==> src/rtl/demux_stream.sv <==
// demux_stream: registered 1-to-NUM_CH stream demultiplexer.
// Each channel owns a one-entry holding register. Words whose select is out of
// range are dropped, reported with a one-cycle err_sel pulse and counted.
module demux_stream #(
    parameter int DATA_W = 8,
    parameter int NUM_CH = 4,
    parameter int SEL_W  = 2,
    parameter int CNT_W  = 8
) (
    input  logic                     clk,
    input  logic                     rst,
    input  logic                     in_valid,
    output logic                     in_ready,
    input  logic [DATA_W-1:0]        in_data,
    input  logic [SEL_W-1:0]         in_sel,
    output logic [NUM_CH-1:0]        out_valid,
    input  logic [NUM_CH-1:0]        out_ready,
    output logic [NUM_CH*DATA_W-1:0] out_data,
    output logic                     err_sel,
    output logic [CNT_W-1:0]         drop_count
);

    localparam logic [CNT_W-1:0] CNT_MAX = {CNT_W{1'b1}};

    logic [NUM_CH-1:0]        valid_q, valid_d;
    logic [NUM_CH*DATA_W-1:0] data_q, data_d;
    logic                     err_q, err_d;
    logic [CNT_W-1:0]         cnt_q, cnt_d;
    logic                     sel_ok;
    logic                     accept;

    // Select decode and input readiness; channel matching is done by loop so an
    // out-of-range select never indexes past the channel vectors.
    always_comb begin
        sel_ok   = (32'(in_sel) < NUM_CH);
        in_ready = 1'b1;
        for (int k = 0; k < NUM_CH; k++) begin
            if (32'(in_sel) == k) begin
                in_ready = !valid_q[k] || out_ready[k];
            end
        end
        accept = in_valid && in_ready && sel_ok;
    end

    // Next state: drain, then accept overrides so drain+accept replaces the word
    // without a bubble; drop flag and saturating drop counter.
    always_comb begin
        valid_d = valid_q;
        data_d  = data_q;
        for (int k = 0; k < NUM_CH; k++) begin
            if (valid_q[k] && out_ready[k]) begin
                valid_d[k] = 1'b0;
            end
            if (accept && (32'(in_sel) == k)) begin
                valid_d[k]                  = 1'b1;
                data_d[k*DATA_W +: DATA_W]  = in_data;
            end
        end
        err_d = in_valid && !sel_ok;
        cnt_d = cnt_q;
        if (err_d && (cnt_q != CNT_MAX)) begin
            cnt_d = cnt_q + 1'b1;
        end
    end

    // State registers with synchronous reset; reset discards held words.
    always_ff @(posedge clk) begin
        if (rst) begin
            valid_q <= '0;
            data_q  <= '0;
            err_q   <= 1'b0;
            cnt_q   <= '0;
        end else begin
            valid_q <= valid_d;
            data_q  <= data_d;
            err_q   <= err_d;
            cnt_q   <= cnt_d;
        end
    end

    assign out_valid  = valid_q;
    assign out_data   = data_q;
    assign err_sel    = err_q;
    assign drop_count = cnt_q;

endmodule
==> config.mk <==
export PLATFORM = sky130hd
export DESIGN_NAME = demux_stream
export DESIGN_NICKNAME = d
export VERILOG_FILES = /design/src/rtl/demux_stream.sv
export SDC_FILE = /design/constraint.sdc
export NUM_CORES = 1
export LEC_CHECK = 0
export BUFFER_PORTS_ARGS = -buffer_cell sky130_fd_sc_hd__clkbuf_2
export CAP_MARGIN = 20
export CORE_MARGIN = 3
export CORE_UTILIZATION = 47
export CTS_CLUSTER_SIZE = 8
export DETAILED_ROUTE_END_ITERATION = 10
export PLACE_DENSITY = 0.78
export SLEW_MARGIN = 20
export SYNTH_ARGS = -nofsm -noshare
export SYNTH_HDL_FRONTEND = slang
export SYNTH_SLANG_ARGS = --single-unit
==> constraint.sdc <==
create_clock -name clk -period 1.59 [get_ports clk]
set_clock_uncertainty 0.2 [all_clocks]
set_input_delay 0.318 -clock clk [delete_from_list [all_inputs] [get_ports clk]]
set_output_delay 0.318 -clock clk [all_outputs]
set_load 0.05 [all_outputs]
Word level (Yosys, flattened, before mapping)

Index checks and enable logic that the tools add are counted.

Bitwise gates (word level): 0
Reductions and logical operators: 22
Multiply operators: 0
Add/subtract/negate cells: 0
Magnitude comparators: 0
Eq/ne operators: 3
Divide/modulo/power cells: 0
Multiplexer cells: 12
Shift-type cells: 0

Operator list:

| operator                                                              | count |
|---|---|
| 1-bit two-way mux                                                     | 12 |
| 1-bit logical AND                                                     | 9 |
| 2-bit nonzero test                                                    | 4 |
| 2-bit equality test, second input constant                            | 2 |
| 1-bit logical NOT                                                     | 4 |
| 1-bit logical OR                                                      | 4 |
| 2-bit by 1-bit equality test with 1-bit output, second input constant | 1 |
| 2-bit logical NOT                                                     | 1 |

Input bits: 17
Word-level logic and storage cells: 45
Bits in read-only memories: 0
Register bits after elaboration: 36
RAM bits: 0
Memories: 0
Latch bits: 0

Logic depth before layout (Yosys ltp)

Word-level depth: 9
Mapped depth: 4

Worst setup path after synthesis

OpenSTA, ideal clock, no wires.

Path type: register -> output
Start: reg valid_q[0] (netlist: out_valid[0])
End: out in_ready
Cell stages (with the launch flop): 3
Data arrival time: 1678 ps
Path slack: -606 ps
Path through: dfxtp_1 > or2b_1 > mux4_1

Cells in the longest elaborated chain, start to end: 6

Ends and longest elaborated chain:

| item                           | RTL line | text |
|---|---|---|
| from (decl)                    | 25       | `logic [NUM_CH-1:0] valid_q, valid_d;` |
| from (signal assigned)         | 74       | `valid_q <= valid_d;` |
| 1-bit logical NOT              | 39       | `in_ready = !valid_q[k] \|\| out_ready[k];` |
| 1-bit logical OR               | 39       |  |
| 1-bit two-way mux (4 in a row) | 38       | `if (32'(in_sel) == k) begin` |
| to (decl)                      | 13       | `output logic in_ready,` |

No other way between the ends.

Worst setup path after layout

Ends and elaborated chain as after synthesis.

==> flow_metrics.tcl <==
set metrics [dict create \
    root_buffer "clkbuf_4" \
    setup_tns_ns -0.4913 \
    hold_path_class "input pin to register" \
    p_leak_uw 0.0009976 \
    areaGrowthSynthToFinish_pct 26.56 \
    n_antenna_cell 0 \
    drc 0 \
    synthTopCellsByArea "dfxtp_1 47%, mux2i_1 21%, nand2b_1 17%" \
    worstPathMaxFanout 2 \
    clk_path_buf_depth 2 \
    finalSetupViolCount 1 \
    syn_area_per_cell_um2 10.77 \
    vias 1184 \
    grt_util_all_layers_pct 17.25 \
    start_util_pct 50.04 \
    numCtsBuffers 5 \
    synth_top_area_share_pct 46.79 \
    dp_slack_ns -0.2467 \
    failed_checks "negative setup slack" \
    max_stage_delay_ns 0.48 \
    setup_ws_ns -0.4913 \
    ir_drop_mv 0.5171 \
    grt_start_max_net_pins 45 \
    worst-setup-path-type "register to output port" \
    clkTransAtPathRegs_ns 0.11 \
    gp_congestion 0.6912 \
    maxSlewViolCount 0 \
    core-area_um2 3078 \
    die_area_um2 4000 \
    ys_seq_area_share_pct 46.79 \
    boundaryPins 63 \
    path_cells "or2b_1 > mux4_2 > buf_8" \
    post_dp_cell_area_um2 1871 \
    rsz0062_at_grt "true" \
    detail-route-antenna-nets 0 \
    drt_wl_total_um 3243 \
    clock.fmax_mhz 480.5 \
    cts.sinks 36 \
    cap_violations 0 \
    power_density_nw_per_um2 927.0 \
    worstPathRequired_ns 1.07 \
    die_y_um 63.25 \
    yosys.area.top_type "dfxtp_1" \
    layout.nets 222 \
    die-width_um 63.25 \
    status "finished with violations" \
    vias_per_cell 4.736 \
    crit_path_start_kind "register" \
    dp_hpwl_um 2402 \
    slowest_stage "mux4_2" \
    syn-instance-count 143 \
    fin_crit_sh_pct 130.9 \
    drive_above_1_share_pct 37.38 \
    synth.distinct_cells 19 \
    finish.utilization_pct 63.33 \
    cp.arrival_ns 1.56 \
    antenna_found_initial 0 \
    grt_first_pass_wirelength_um 5382 \
    cts.htree.levels 2 \
    cp-end-kind "output port" \
    drt_iter0_markers 23 \
    drt-pass1-iter-count 4 \
    cts_tree "built" \
    overflow 0 \
    fin_crit_ns 2.081 \
    ys_warn_count 0 \
    wl_per_cell_um 12.97 \
    hold_viol 0 \
    clock_latency_ns 0.34 \
    grt_pass1_vias 1185 \
    design_area_um2 1949 \
    netlist_area_um2 1540 \
    port_buffers 53 \
    ys_seq_elements 36 \
    ctsHoldBuffers 0 \
    rows 20 \
]
-- stage by stage --
stage          cells  hold slack [ns]  total power, uW
5_1_grt          250          0.09361             1892
4_1_cts          250          0.09464             1818
3_3_place_gp     241           0.2588             1305
3_5_place_dp     241           0.2667             1313
2_1_floorplan    151           0.2875             1243
6_report         250          0.09898             1807
-- placed cells by master (no fill, tap or decap), types with 2 or more instances in the layout --
cell       n
clkbuf_2  52
nand2b_1  43
or3b_1     2
dfxtp_2    3
buf_4     10
a21oi_1    3
mux2i_1   32
clkbuf_4   5
conb_1     9
dfxtp_1   32
-- layout make-up --
class                   count  area [um2]
multi-input cells          98       734.5
fillers                   273        1129
well taps                  44       55.05
flip-flops and latches     36       728.2
clock buffers               7       55.05
repair buffers             64       370.4
clock inverters             1       6.256
-- worst paths after layout --
kind | cells past startpoint | start | endpoint | slack, ns
setup / recovery | 3 | out_valid[0] | in_ready | -0.49
hold / removal | 3 | in_data[6] | out_data[6] | 0.1
setup reg to reg | 5 | out_valid[2] | out_data[20] | 0.10
hold reg to reg | 2 | out_data[8] | out_data[8] | 0.28
-- logic make-up after synthesis --
group | synth area share (%)
AOI/OAI and AO/OA | 1.462
DFF | 46.79
buffers and inverters | 7.229
muxes | 22.50
and+or+nand+nor | 21.77
other | 0.2435
-- power by group --
| group | total, uW | internal, uW | leakage, uW | switching, uW |
|---|---|---|---|---|
| Combinational | 344 | 102 | 0.000667 | 242 |
| Sequential | 949 | 933 | 0.000295 | 16.4 |
| Clock | 514 | 218 | 0.0000358 | 296 |
-- timing repair --
item	4_1_cts	5_1_grt
buffers inserted	1	0
endpoints found under the setup margin	1	1
resized for setup	2	1
-- per-layer routing --
layer  vias up  global-route usage, %  share of wire (%)
met5         -                      0                  0
met4         0                  5.660                1.4
met3         7                  6.417                7.1
met2        36                  31.36                 52
met1       562                  18.26                 40
li1        579                      -                  -
-- cells in the mapped netlist --
library cell  number
clkbuf_1           4
or3b_1             2
nand4_1            1
o21a_1             1
nor2_1             1
buf_2              2
mux2i_1           32
a21oi_1            3
buf_4             10
nand2b_4           1
nor2b_1            1
nand3b_1           1
or2b_1             1
conb_1             1
buf_6              1
nand2_1            1
dfxtp_1           36
nand2b_1          43
mux4_1             1
-- worst max-delay path: cells and delay by family, from the launching register on --
kind,cells,cell delay (ns)
buf+inv,1,0.17
mux,1,0.48
simple gates,1,0.23
flops,1,0.35
-- state kept, by name, summed over array words and instances (netlist names) --
name / flops
out_valid: 4
out_data: 32
(Power assumes the default switching activity.)
